==> config.mk <==
export PLATFORM = sky130hd
export DESIGN_NAME = seq_mult
export DESIGN_NICKNAME = d
export VERILOG_FILES = /design/src/rtl/tt6581_pkg.sv /design/src/rtl/seq_mult_booth_enc.sv /design/src/rtl/seq_mult.sv
export SDC_FILE = /design/constraint.sdc
export NUM_CORES = 1
export LEC_CHECK = 0
export CORE_ASPECT_RATIO = 1.4
export CORE_MARGIN = 5
export CORE_UTILIZATION = 52
export DETAILED_ROUTE_END_ITERATION = 7
export PLACE_DENSITY_LB_ADDON = 0.15
export SLEW_MARGIN = 20
export SYNTH_ARGS = -nofsm -noshare
export SYNTH_HDL_FRONTEND = slang
export SYNTH_SLANG_ARGS = --single-unit
export TNS_END_PERCENT = 50
==> constraint.sdc <==
create_clock -name clk_i -period 4.4 [get_ports clk_i]
set_input_delay 0.66 -clock clk_i [delete_from_list [all_inputs] [get_ports clk_i]]
set_output_delay 0.66 -clock clk_i [all_outputs]
set_load 0.02 [all_outputs]
==> src/rtl/tt6581_pkg.sv <==
// Shared constants and types for the tt6581 arithmetic blocks.
package tt6581_pkg;

    localparam int unsigned MULT_A_W = 24;
    localparam int unsigned MULT_B_W = 16;
    localparam int unsigned MULT_P_W = MULT_A_W + MULT_B_W;

    typedef enum logic [1:0] {
        MULT_IDLE,
        MULT_BUSY,
        MULT_DONE
    } mult_state_e;

endpackage

==> src/rtl/seq_mult_booth_enc.sv <==
// Radix-4 Booth recoder: triplet {b[2k+1], b[2k], b[2k-1]} -> {neg, two, zero}.
// Present only when SEQ_MULT_BOOTH_R4_EN is defined.
`ifdef SEQ_MULT_BOOTH_R4_EN
module seq_mult_booth_enc (
    input  logic [2:0] triplet,
    output logic       neg_c,
    output logic       two_c,
    output logic       zero_c
);

    // 000/111 -> 0, 001/010 -> +a, 011 -> +2a, 100 -> -2a, 101/110 -> -a
    always_comb begin
        neg_c  = triplet[2] & ~(triplet[1] & triplet[0]);
        two_c  = (triplet == 3'b011) | (triplet == 3'b100);
        zero_c = (triplet == 3'b000) | (triplet == 3'b111);
    end

endmodule
`endif

==> src/rtl/seq_mult.sv <==
// Shared sequential signed multiplier, start/ready handshake, exact full-width product.
// Macro SEQ_MULT_BOOTH_R4_EN selects radix-4 Booth (B_WIDTH/2 steps) over radix-2 (B_WIDTH steps).
module seq_mult
    import tt6581_pkg::*;
#(
    parameter int unsigned A_WIDTH = MULT_A_W,
    parameter int unsigned B_WIDTH = MULT_B_W
) (
    input  logic                       clk_i,
    input  logic                       rst_i,
    input  logic                       start_i,
    input  logic [A_WIDTH-1:0]         a_i,
    input  logic [B_WIDTH-1:0]         b_i,
    output logic                       busy_o,
    output logic                       ready_o,
    output logic [A_WIDTH+B_WIDTH-1:0] prod_o
);

    localparam int unsigned P_WIDTH = A_WIDTH + B_WIDTH;
`ifdef SEQ_MULT_BOOTH_R4_EN
    localparam int unsigned ITER    = B_WIDTH / 2;
    localparam int unsigned SHIFT   = 2;
`else
    localparam int unsigned ITER    = B_WIDTH;
    localparam int unsigned SHIFT   = 1;
`endif
    localparam int unsigned CNT_W   = $clog2(ITER + 1);

    mult_state_e        state_q, state_d;
    logic               accept_c, step_c, last_c;
    logic [P_WIDTH-1:0] a_sh_q;
    logic [B_WIDTH-1:0] b_q;
    logic [P_WIDTH-1:0] acc_q, acc_nxt;
    logic [CNT_W-1:0]   cnt_q;

    // State register
    always_ff @(posedge clk_i) begin
        if (rst_i) begin
            state_q <= MULT_IDLE;
        end else begin
            state_q <= state_d;
        end
    end

    // Next-state logic
    always_comb begin
        state_d = state_q;
        unique case (state_q)
            MULT_IDLE: if (start_i) state_d = MULT_BUSY;
            MULT_BUSY: if (last_c)  state_d = MULT_DONE;
            MULT_DONE: state_d = start_i ? MULT_BUSY : MULT_IDLE;
            default:   state_d = MULT_IDLE;
        endcase
    end

    // Control decode; start while BUSY is deliberately dropped
    always_comb begin
        accept_c = start_i && ((state_q == MULT_IDLE) || (state_q == MULT_DONE));
        step_c   = (state_q == MULT_BUSY);
        last_c   = step_c && (cnt_q == CNT_W'(ITER - 1));
    end

`ifdef SEQ_MULT_BOOTH_R4_EN
    logic               b_prev_q;
    logic               enc_neg, enc_two, enc_zero;
    logic [P_WIDTH-1:0] pp;

    seq_mult_booth_enc u_enc (
        .triplet ({b_q[1], b_q[0], b_prev_q}),
        .neg_c   (enc_neg),
        .two_c   (enc_two),
        .zero_c  (enc_zero)
    );

    // Partial product 0, a or 2a at the current alignment, then add or subtract
    always_comb begin
        pp      = enc_zero ? '0 : (enc_two ? (a_sh_q << 1) : a_sh_q);
        acc_nxt = enc_neg ? (acc_q - pp) : (acc_q + pp);
    end

    always_ff @(posedge clk_i) begin
        if (rst_i) begin
            b_prev_q <= 1'b0;
        end else if (accept_c) begin
            b_prev_q <= 1'b0;
        end else if (step_c) begin
            b_prev_q <= b_q[1];
        end
    end
`else
    logic [P_WIDTH-1:0] addend;

    // The b sign bit carries weight -2^(B_WIDTH-1), so the final step subtracts
    always_comb begin
        addend  = b_q[0] ? a_sh_q : '0;
        acc_nxt = last_c ? (acc_q - addend) : (acc_q + addend);
    end
`endif

    // Operand, accumulator and step counter registers
    always_ff @(posedge clk_i) begin
        if (rst_i) begin
            a_sh_q <= '0;
            b_q    <= '0;
            acc_q  <= '0;
            cnt_q  <= '0;
        end else if (accept_c) begin
            a_sh_q <= P_WIDTH'($signed(a_i));
            b_q    <= b_i;
            acc_q  <= '0;
            cnt_q  <= '0;
        end else if (step_c) begin
            a_sh_q <= a_sh_q << SHIFT;
            b_q    <= b_q >> SHIFT;
            acc_q  <= acc_nxt;
            cnt_q  <= cnt_q + CNT_W'(1);
        end
    end

    // Registered outputs; prod_o only moves on the edge that raises ready_o
    always_ff @(posedge clk_i) begin
        if (rst_i) begin
            busy_o  <= 1'b0;
            ready_o <= 1'b0;
            prod_o  <= '0;
        end else begin
            busy_o  <= (state_d == MULT_BUSY);
            ready_o <= (state_d == MULT_DONE);
            if (last_c) begin
                prod_o <= acc_nxt;
            end
        end
    end

endmodule

Word-level counts from Yosys, hierarchy flattened
Cells that the tools add are included.
Widths: inputs -> output; s select.
{"block": "totals", "ram_bits": 0, "out_inout_bits": 42, "latch_bits": 0, "mem_count": 0, "reg_bits": 145, "input_bits": 43, "mem_bits_ro": 0, "elab_cells": 32}
{"block": "classes", "n_div": 0, "muxes": 10, "eq_ne": 5, "shifts": 0, "n_bitwise": 0, "multipliers": 0, "reduce_logical": 6, "n_addsub": 3, "n_lt_le_gt_ge": 0}
{"operator": "$mux 40", "count": 4}
{"operator": "$add 40x40->40", "count": 1}
{"operator": "$sub 40x40->40", "count": 1}
{"operator": "$mux 16", "count": 2}
{"operator": "$pmux 2 s3", "count": 1}
{"operator": "$add 5x1->5 const B", "count": 1}
{"operator": "$eq 5x4->1 const B", "count": 1}
{"operator": "$eq 2x1->1 const B", "count": 2}
{"operator": "$eq 2x2->1 const B", "count": 2}
{"operator": "$mux 2", "count": 2}
{"operator": "$logic_and 1x1->1", "count": 2}
{"operator": "$logic_not 2->1", "count": 1}
{"operator": "$reduce_bool 2->1", "count": 1}
{"operator": "$reduce_or 2->1", "count": 1}
{"operator": "$logic_or 1x1->1", "count": 1}
{"operator": "$mux 1", "count": 1}

Depth between registers and ports, before layout
Gate-level depths: netlist of the first run.
{"block": "logic_depth", "word_depth": 5, "depth_mapped": 21, "mapped_depth_nobuf": 18}

Worst setup path before layout of the first run
Ideal clock, no wire load.
{"block": "synth_timing", "path_kind": "flip-flop to flip-flop", "startpoint": "reg b_q[0]", "endpoint": "reg prod_o[37]", "setup_slack_ns": 0.021, "setup_ns": 0.122, "stages_incl_launch_ff": 18, "required_time_ns": 4.278, "t_arrival_ns": 4.257, "path_cell_list": "dfxtp_1 clkbuf_1 clkbuf_1 nand2_1 ha_1 o21ai_0 clkbuf_1 nand3_1 ha_1 a21o_1 a221oi_2 nor2b_1 a311oi_2 o41a_1 o211ai_2 and4_4 mux2i_1 a311o_1"}
{"block": "synth_between", "elab_chain_cells": 3, "elab_cells_between_ends": 4, "cone_classes": "add/sub (2); mux (2)"}
{"element": "start: declaration", "line": "seq_mult.sv:32", "rtl": "logic [B_WIDTH-1:0] b_q;"}
{"element": "start signal: assignment", "line": "seq_mult.sv:109", "rtl": "b_q <= b_i;"}
{"element": "start signal: assignment", "line": "seq_mult.sv:114", "rtl": "b_q <= b_q >> SHIFT;"}
{"element": "$mux 40 *", "line": "seq_mult.sv:95", "rtl": "addend = b_q[0] ? a_sh_q : '0;"}
{"element": "$add 40x40->40 or $sub 40x40->40 (tied branches)", "line": "seq_mult.sv:96", "rtl": "acc_nxt = last_c ? (acc_q - addend) : (acc_q + addend);"}
{"element": "$mux 40 *", "line": "seq_mult.sv:96"}
{"element": "end signal: assignment", "line": "seq_mult.sv:130", "rtl": "prod_o <= acc_nxt;"}
{"element": "end: declaration", "line": "seq_mult.sv:16", "rtl": "output logic [A_WIDTH+B_WIDTH-1:0] prod_o"}
Every way passes the cells marked *; elsewhere a longest branch is shown, timed or not.
A chain may end at the register's enable or synchronous reset.

Worst setup path after layout of the first run
{"block": "layout_timing", "startpoint": "reg a_sh_q[4]", "endpoint": "reg acc_q[25]"}
{"block": "layout_between", "elab_chain_cells": 3, "elab_cells_between_ends": 4, "cone_classes": "add/sub (2); mux (2)"}
{"element": "start: declaration", "line": "seq_mult.sv:31", "rtl": "logic [P_WIDTH-1:0] a_sh_q;"}
{"element": "start signal: assignment", "line": "seq_mult.sv:108", "rtl": "a_sh_q <= P_WIDTH'($signed(a_i));"}
{"element": "start signal: assignment", "line": "seq_mult.sv:113", "rtl": "a_sh_q <= a_sh_q << SHIFT;"}
{"element": "$mux 40 *", "line": "seq_mult.sv:95"}
{"element": "$add 40x40->40 or $sub 40x40->40 (tied branches)", "line": "seq_mult.sv:96"}
{"element": "$mux 40 *", "line": "seq_mult.sv:96"}
{"element": "end signal: assignment", "line": "seq_mult.sv:115", "rtl": "acc_q <= acc_nxt;"}
{"element": "end: declaration", "line": "seq_mult.sv:33", "rtl": "logic [P_WIDTH-1:0] acc_q, acc_nxt;"}
Marks and branches as above.

==> flow_summary.ini, run 1 <==
[run_status]
status = completed

[place]
place_hpwl_um = 16600
place_congestion = 0.940
dp.cells = 1401
place_ws_ns = 0.0419
io_buffers = 84

[synthesis]
syn_area_mm2 = 0.00855
yosys.area_share.simple = 0.242
synthXorXnorAreaFrac = 0.0604
synth_cell_types = 72
synth_top_family_by_area = compound AO/OA/AOI/OAI gates
ys_ff_latch = 145
ys.flop_type = dfxtp_1
synth-edff-count = 0
synth_mux_area_frac = 0.00600
async_flop_share = 0
netlist_instances = 1146
synth-seq-area-share = 0.339
syn_nets = 1232
yosysWarningCount = 0
syn_avg_cell_area_um2 = 7.46
yosys.area_share.adder = 0.0638
synth_compound_area_frac = 0.247

[hold_path]
hold_depth = 2
hold_path_class = reg -> reg

[drt]
routedWlPerCell_um = 16.4
wirelength_um = 23500
routed_via_density = 5.84
drt_pass1_iterations = 5
ant_nets = 0
drt-initial-drc-count = 508
drc = 0
num_vias = 8376

[job]
drv_cap = 0

[die]
std_cell_rows = 55
die_w_um = 118
dieHeight_um = 162
core_mm2 = 0.0162
ioPinCount = 85
dieArea_mm2 = 0.0191
initial_core_util = 0.529

[sta]
min_period_over_period = 0.963
min_period_ns = 4.24
max_slew_margin = 0.323
skew_ns = 0.00900
setup_ws_ns = 0.161
whs_ns = 0.451
worstMarginPinSlew_ns = 1.02
setup_viol = 0
clock.fmax_mhz = 236
final_max_slew_viol_count = 0
final_hold_viol_count = 0

[cts]
clk_latency_ns = 0.43
cts_inserted_buffers = 17
path_clk_slew_ns = 0.06
clock-sinks = 145
clock_path_buffers = 2
cts_tree = done
htreeDepth = 4
root_buffer = clkbuf_16

[worst_setup_path]
cp_max_fo = 6
path_cells = or4_1 > nand2b_1 > o41ai_1 > and2_1 > o21ai_0 > ha_1 > buf_4 > nand4_1 > nor2_1 > a211oi_1 > o21a_1 > o41a_1 > buf_4 > buf_4 > nor3_1 > nor2_1 > xnor2_1 > o21ai_0
worstPathArrival_ns = 4.54
slowest_stage = or4_1
cp_slowest_stage_delay_ns = 0.57
cp.depth = 18
cp.required_ns = 4.70
crit_type = reg -> reg
cp-start-kind = flip-flop
end_kind = flip-flop
reg2regPathDepth = 18
cp.buffers_inverters = 3
critical_path.top_delay_family = simple AND/OR/NAND/NOR gates
ff2ff_setup_slack_ns = 0.16
cpMostUsedCell = buf_4

[grt]
grt_overflow = 0
first_global_vias = 8044
grt_first_pass_wirelength_um = 39100
antenna_found_initial = 0
grt_usage = 0.243
grt_max_degree = 94

[finish]
multi_input_area_mm2 = 0.00547
n_antenna_cell = 0
seq_area_mm2 = 0.00290
final_cells = 1434
nNetsFinal = 1308
nFillCells = 1448
drive_gt1_frac = 0.104
area_delta_synth_final_pct = 23.3

[power]
peakVddDrop_mv = 0.339
leakagePower_nw = 3.96
cellPowerDensity_mw_per_mm2 = 461
state kept, by name, summed over array words and instances (netlist names):
register  cells
state_q       2
acc_q        40
a_sh_q       40
prod_o       40
b_q          16
ready_o       1
cnt_q         5
busy_o        1
cell usage in the layout (no fill, tap or decap), types with 21 or more instances in the layout:
cell type	n
nand2_1	245
dfxtp_1	144
a21oi_1	115
nor2_1	100
clkdlybuf4s50_1	83
buf_4	51
xnor2_1	36
ha_1	36
nand3_1	33
nor3_1	29
o21ai_0	29
xor2_1	23
a31oi_1	21
per-stage QoR:
step / setup TNS (ns) / util / instance area (um2) / power, mW
after detailed placement: 0 / 0.602 / 9730 / 3.22
after global placement: 0 / 0.602 / 9730 / 3.21
after global routing: -0.120 / 0.652 / 10500 / 5.14
final: 0 / 0.652 / 10500 / 4.86
after CTS: 0 / 0.642 / 10400 / 4.80
after floorplan: 0 / - / 8550 / 2.73
routing by layer:
layer  global-route usage  routed length (um)
met5                    0                   0
met4               0.0768                 592
met3               0.0380                1010
met2                0.416               11400
met1                0.314               10400
worst paths after layout:
kind / start / endpoint
setup / recovery: a_sh_q[4] / acc_q[25]
hold / removal: prod_o[26] / prod_o[26]
setup reg to reg: a_sh_q[4] / acc_q[25]
hold reg to reg: prod_o[26] / prod_o[26]
kinds of logic (layout without fill, tap and decap cells):
family                   after synthesis  in the layout
AO/OA/AOI/OAI                        322            322
adder cells (fa/ha/maj)               43             43
XOR/XNOR                              59             59
multiplexers                           5              5
buffers and inverters                 95            184
AND/OR/NAND/NOR                      477            477
flip-flops                           145            145
what timing repair did:
| action | CTS | global route |
|---|---|---|
| endpoints found under the setup margin | 1 | 20 |
| gates resized for setup | 1 | 34 |
| pin swaps | 0 | 11 |
| buffers inserted | 0 | 1 |
| hold buffers | 0 | 0 |
cells in the mapped netlist, types with 5 or more instances:
library cell    n  area, um2
xor2_1         23        201
nand2b_1        7       43.8
nand2_1       247        927
o21bai_1        7       52.6
o21ai_0        33        165
nand3_1        33        165
inv_1          16       60.1
o22ai_1        13       81.3
a22oi_1        12       90.1
a21o_1         13       97.6
o31ai_1        10       75.1
and2_1          5       31.3
xnor2_1        36        315
nor2_1        100        375
a21oi_1       116        581
ha_1           42        526
nor3_1         30        150
dfxtp_1       145       2900
or3_1           8       50.1
a31oi_1        22        138
nand4_1        16        100
nor4_1          5       31.3
o211ai_1       10       75.1
and3_1          6       37.5
o21a_1          6       45.0
buf_1          16       60.1
a311oi_1       13        114
a211oi_1       21        158
or4_1           5       37.5
clkbuf_1       61        229
layout make-up:
type,instances,area share
clock inverter,12,0.0172
sequential,145,0.276
tap,199,0.0236
inverter,17,0.00605
timing repair buffer,135,0.116
multi-input combinational,906,0.519
clock buffer,20,0.0433
worst reg2reg max path, stage by stage, from the launching register on:
cell	delay, ns
dfxtp_1	0.35
or4_1	0.57
nand2b_1	0.25
o41ai_1	0.32
and2_1	0.18
o21ai_0	0.17
ha_1	0.37
buf_4	0.14
nand4_1	0.17
nor2_1	0.18
a211oi_1	0.07
o21a_1	0.18
o41a_1	0.16
buf_4	0.16
buf_4	0.13
nor3_1	0.21
nor2_1	0.08
xnor2_1	0.29
o21ai_0	0.14
where the power goes:
| group | internal [mW] | switching [mW] | total (mW) |
|---|---|---|---|
| registers | 1.40 | 0.0822 | 1.48 |
| clock network | 0.981 | 0.590 | 1.57 |
| logic | 0.754 | 1.05 | 1.81 |
| total | 3.14 | 1.73 | 4.86 |
No activity file was read; power rests on OpenSTA's default activity.
==> inputs of run 2 (changes only) <==
SLEW_MARGIN = 30   (was 20)
clock period = 3.6 ns   (was 4.4 ns; I/O delays follow)
==> run 2 against run 1 <==
Against the previous run: the flow now finishes with violations (setup timing); register-to-register slack lost 0.81 ns; first-iteration DRC count grew 110%; die area did not move; worst hold slack improved by 0.0011 ns; power up 54%; clock power is 17% higher; fmax fell by 0.28%; sequential power grew 22%; combinational power grew 110%; critical path type unchanged; largest cell class unchanged; largest power group unchanged; highest routed layer unchanged.
==> flow_summary.ini, run 2 (synthesis results as in run 1) <==
[run_status]
status = complete, but fails checks
violations = setup timing

[worst_setup_path]
slowest_stage = or4_4
cp-start-kind = flip-flop
cp.buffers_inverters = 2
end_kind = flip-flop
critical_path.top_delay_family = compound AO/OA/AOI/OAI gates
path_cells = or4_4 > buf_6 > nand2_4 > and2_4 > buf_12 > nand2_4 > a21oi_4 > a21oi_2 > o211ai_1 > ha_1 > a21o_1 > a211oi_2 > nand3_1 > a21oi_2 > nor4_4 > or3_4 > a211oi_2 > nor3b_2
worstPathArrival_ns = 4.57
cp_max_fo = 4
cp.required_ns = 3.92
cp_slowest_stage_delay_ns = 0.57
crit_type = reg -> reg

[sta]
rsz0062_at_grt = yes
worstMarginPinSlew_ns = 1.04
final_hold_viol_count = 0
max_slew_margin = 0.306
final_max_slew_viol_count = 0
min_period_over_period = 1.18
setup_viol = 53
skew_ns = 0.00774
clock.fmax_mhz = 235
min_period_ns = 4.25
setup_ws_ns = -0.651

[grt]
first_global_vias = 9602
grt_max_degree = 92
grt_usage = 0.293
antenna_found_initial = 0
grt_first_pass_wirelength_um = 46700
grt_overflow = 0

[power]
peakVddDrop_mv = 0.555
internal_power_mw = 4.62
p_comb_frac = 0.514
p_sw_mw = 2.87
p_sw_frac = 0.383
seqPwrFrac = 0.241
clkPwrFrac = 0.246
power_mw = 7.49
leakagePower_nw = 5.20
cellPowerDensity_mw_per_mm2 = 571

[place]
place_congestion = 0.942
place_hpwl_um = 18400
dp.cells = 1552
place_ws_ns = -0.509
placed_cell_area_mm2 = 0.0110
io_buffers = 84

[finish]
stdcell_area_mm2 = 0.0131
reg.largest.list = a_sh_q (40), acc_q (40), prod_o (40)
n_antenna_cell = 0
final_cells = 1632
layout_commonest_cell = nand2_1
drive_gt1_frac = 0.328
nNetsFinal = 1507
final_cell_mix = nand2_1, buf_4, dfxtp_1, nor2_1, a21oi_1
finalCoreUtilization = 0.811
nFillCells = 1008
area_delta_synth_final_pct = 53.4

[die]
ioPinCount = 85
dieHeight_um = 162
std_cell_rows = 55
initial_core_util = 0.529
die_w_um = 118
dieArea_mm2 = 0.0191
core_mm2 = 0.0162

[drt]
wirelength_um = 32500
drc = 0
drt-initial-drc-count = 1045
routedWlPerCell_um = 19.9
ant_nets = 0
drt_pass1_iterations = 6
routed_via_density = 6.24
num_vias = 10186

[hold_path]
hold_path_class = reg -> reg

[cts]
cts_tree = done
clock-sinks = 145
cts_inserted_buffers = 17
root_buffer = clkbuf_16
clock_path_buffers = 2
htreeDepth = 4
path_clk_slew_ns = 0.06
clk_latency_ns = 0.44

[job]
drv_cap = 0
-- run 2: final cells by class --
type	count	area, um2	share of cell area
tap	199	249	0.0190
multi-input combinational	907	6460	0.493
clock buffer	18	439	0.0335
sequential	145	2910	0.222
timing repair buffer	333	2820	0.215
clock inverter	13	164	0.0125
inverter	17	63.8	0.00487
-- run 2: repair_timing --
action / 4_1_cts / 5_1_grt
endpoints found under the setup margin: 49 / 60
hold buffers: 0 / 0
cloned: 1 / 0
buffers inserted: 39 / 18
endpoints found under the hold margin: 0 / 0
pin swaps: 76 / 81
gates resized for setup: 124 / 101
-- run 2: path summary, 6_finish.rpt --
path,start,endpoint,slack (ns),depth (start not counted)
setup / recovery,a_sh_q[5],acc_q[39],-0.65,18
hold / removal,prod_o[29],prod_o[29],0.45,2
setup reg to reg,a_sh_q[5],acc_q[39],-0.65,18
hold reg to reg,prod_o[29],prod_o[29],0.45,2
-- run 2: power by group through the flow --
stage               logic, mW  clock network [mW]  registers [mW]
floorplan                1.58                   0            1.82
global route             4.02                1.91            1.81
detailed placement       2.62                   0            1.82
CTS                      3.18                1.84            1.79
finish                   3.85                1.84            1.80
global placement         2.59                   0            1.82
-- run 2: routing by layer --
metal	track usage	share of wire
met1	0.349	0.38
met2	0.518	0.49
met3	0.0449	0.074
met4	0.134	0.055
met5	0	0
-- run 2: worst min-delay path: cells and delay by family (launching register included) --
family           cells  cell delay, ns
AO/OA/AOI/OAI        1            0.05
AND/OR/NAND/NOR      1            0.05
flip-flops           1            0.31
-- run 2: stage by stage --
stage	hold WS (ns)	TNS [ns]
floorplan	0.436	-1.13
global placement	0.439	-8.14
detailed placement	0.446	-11.46
CTS	0.454	-6.14
global route	0.474	-24.17
finish	0.452	-18.52
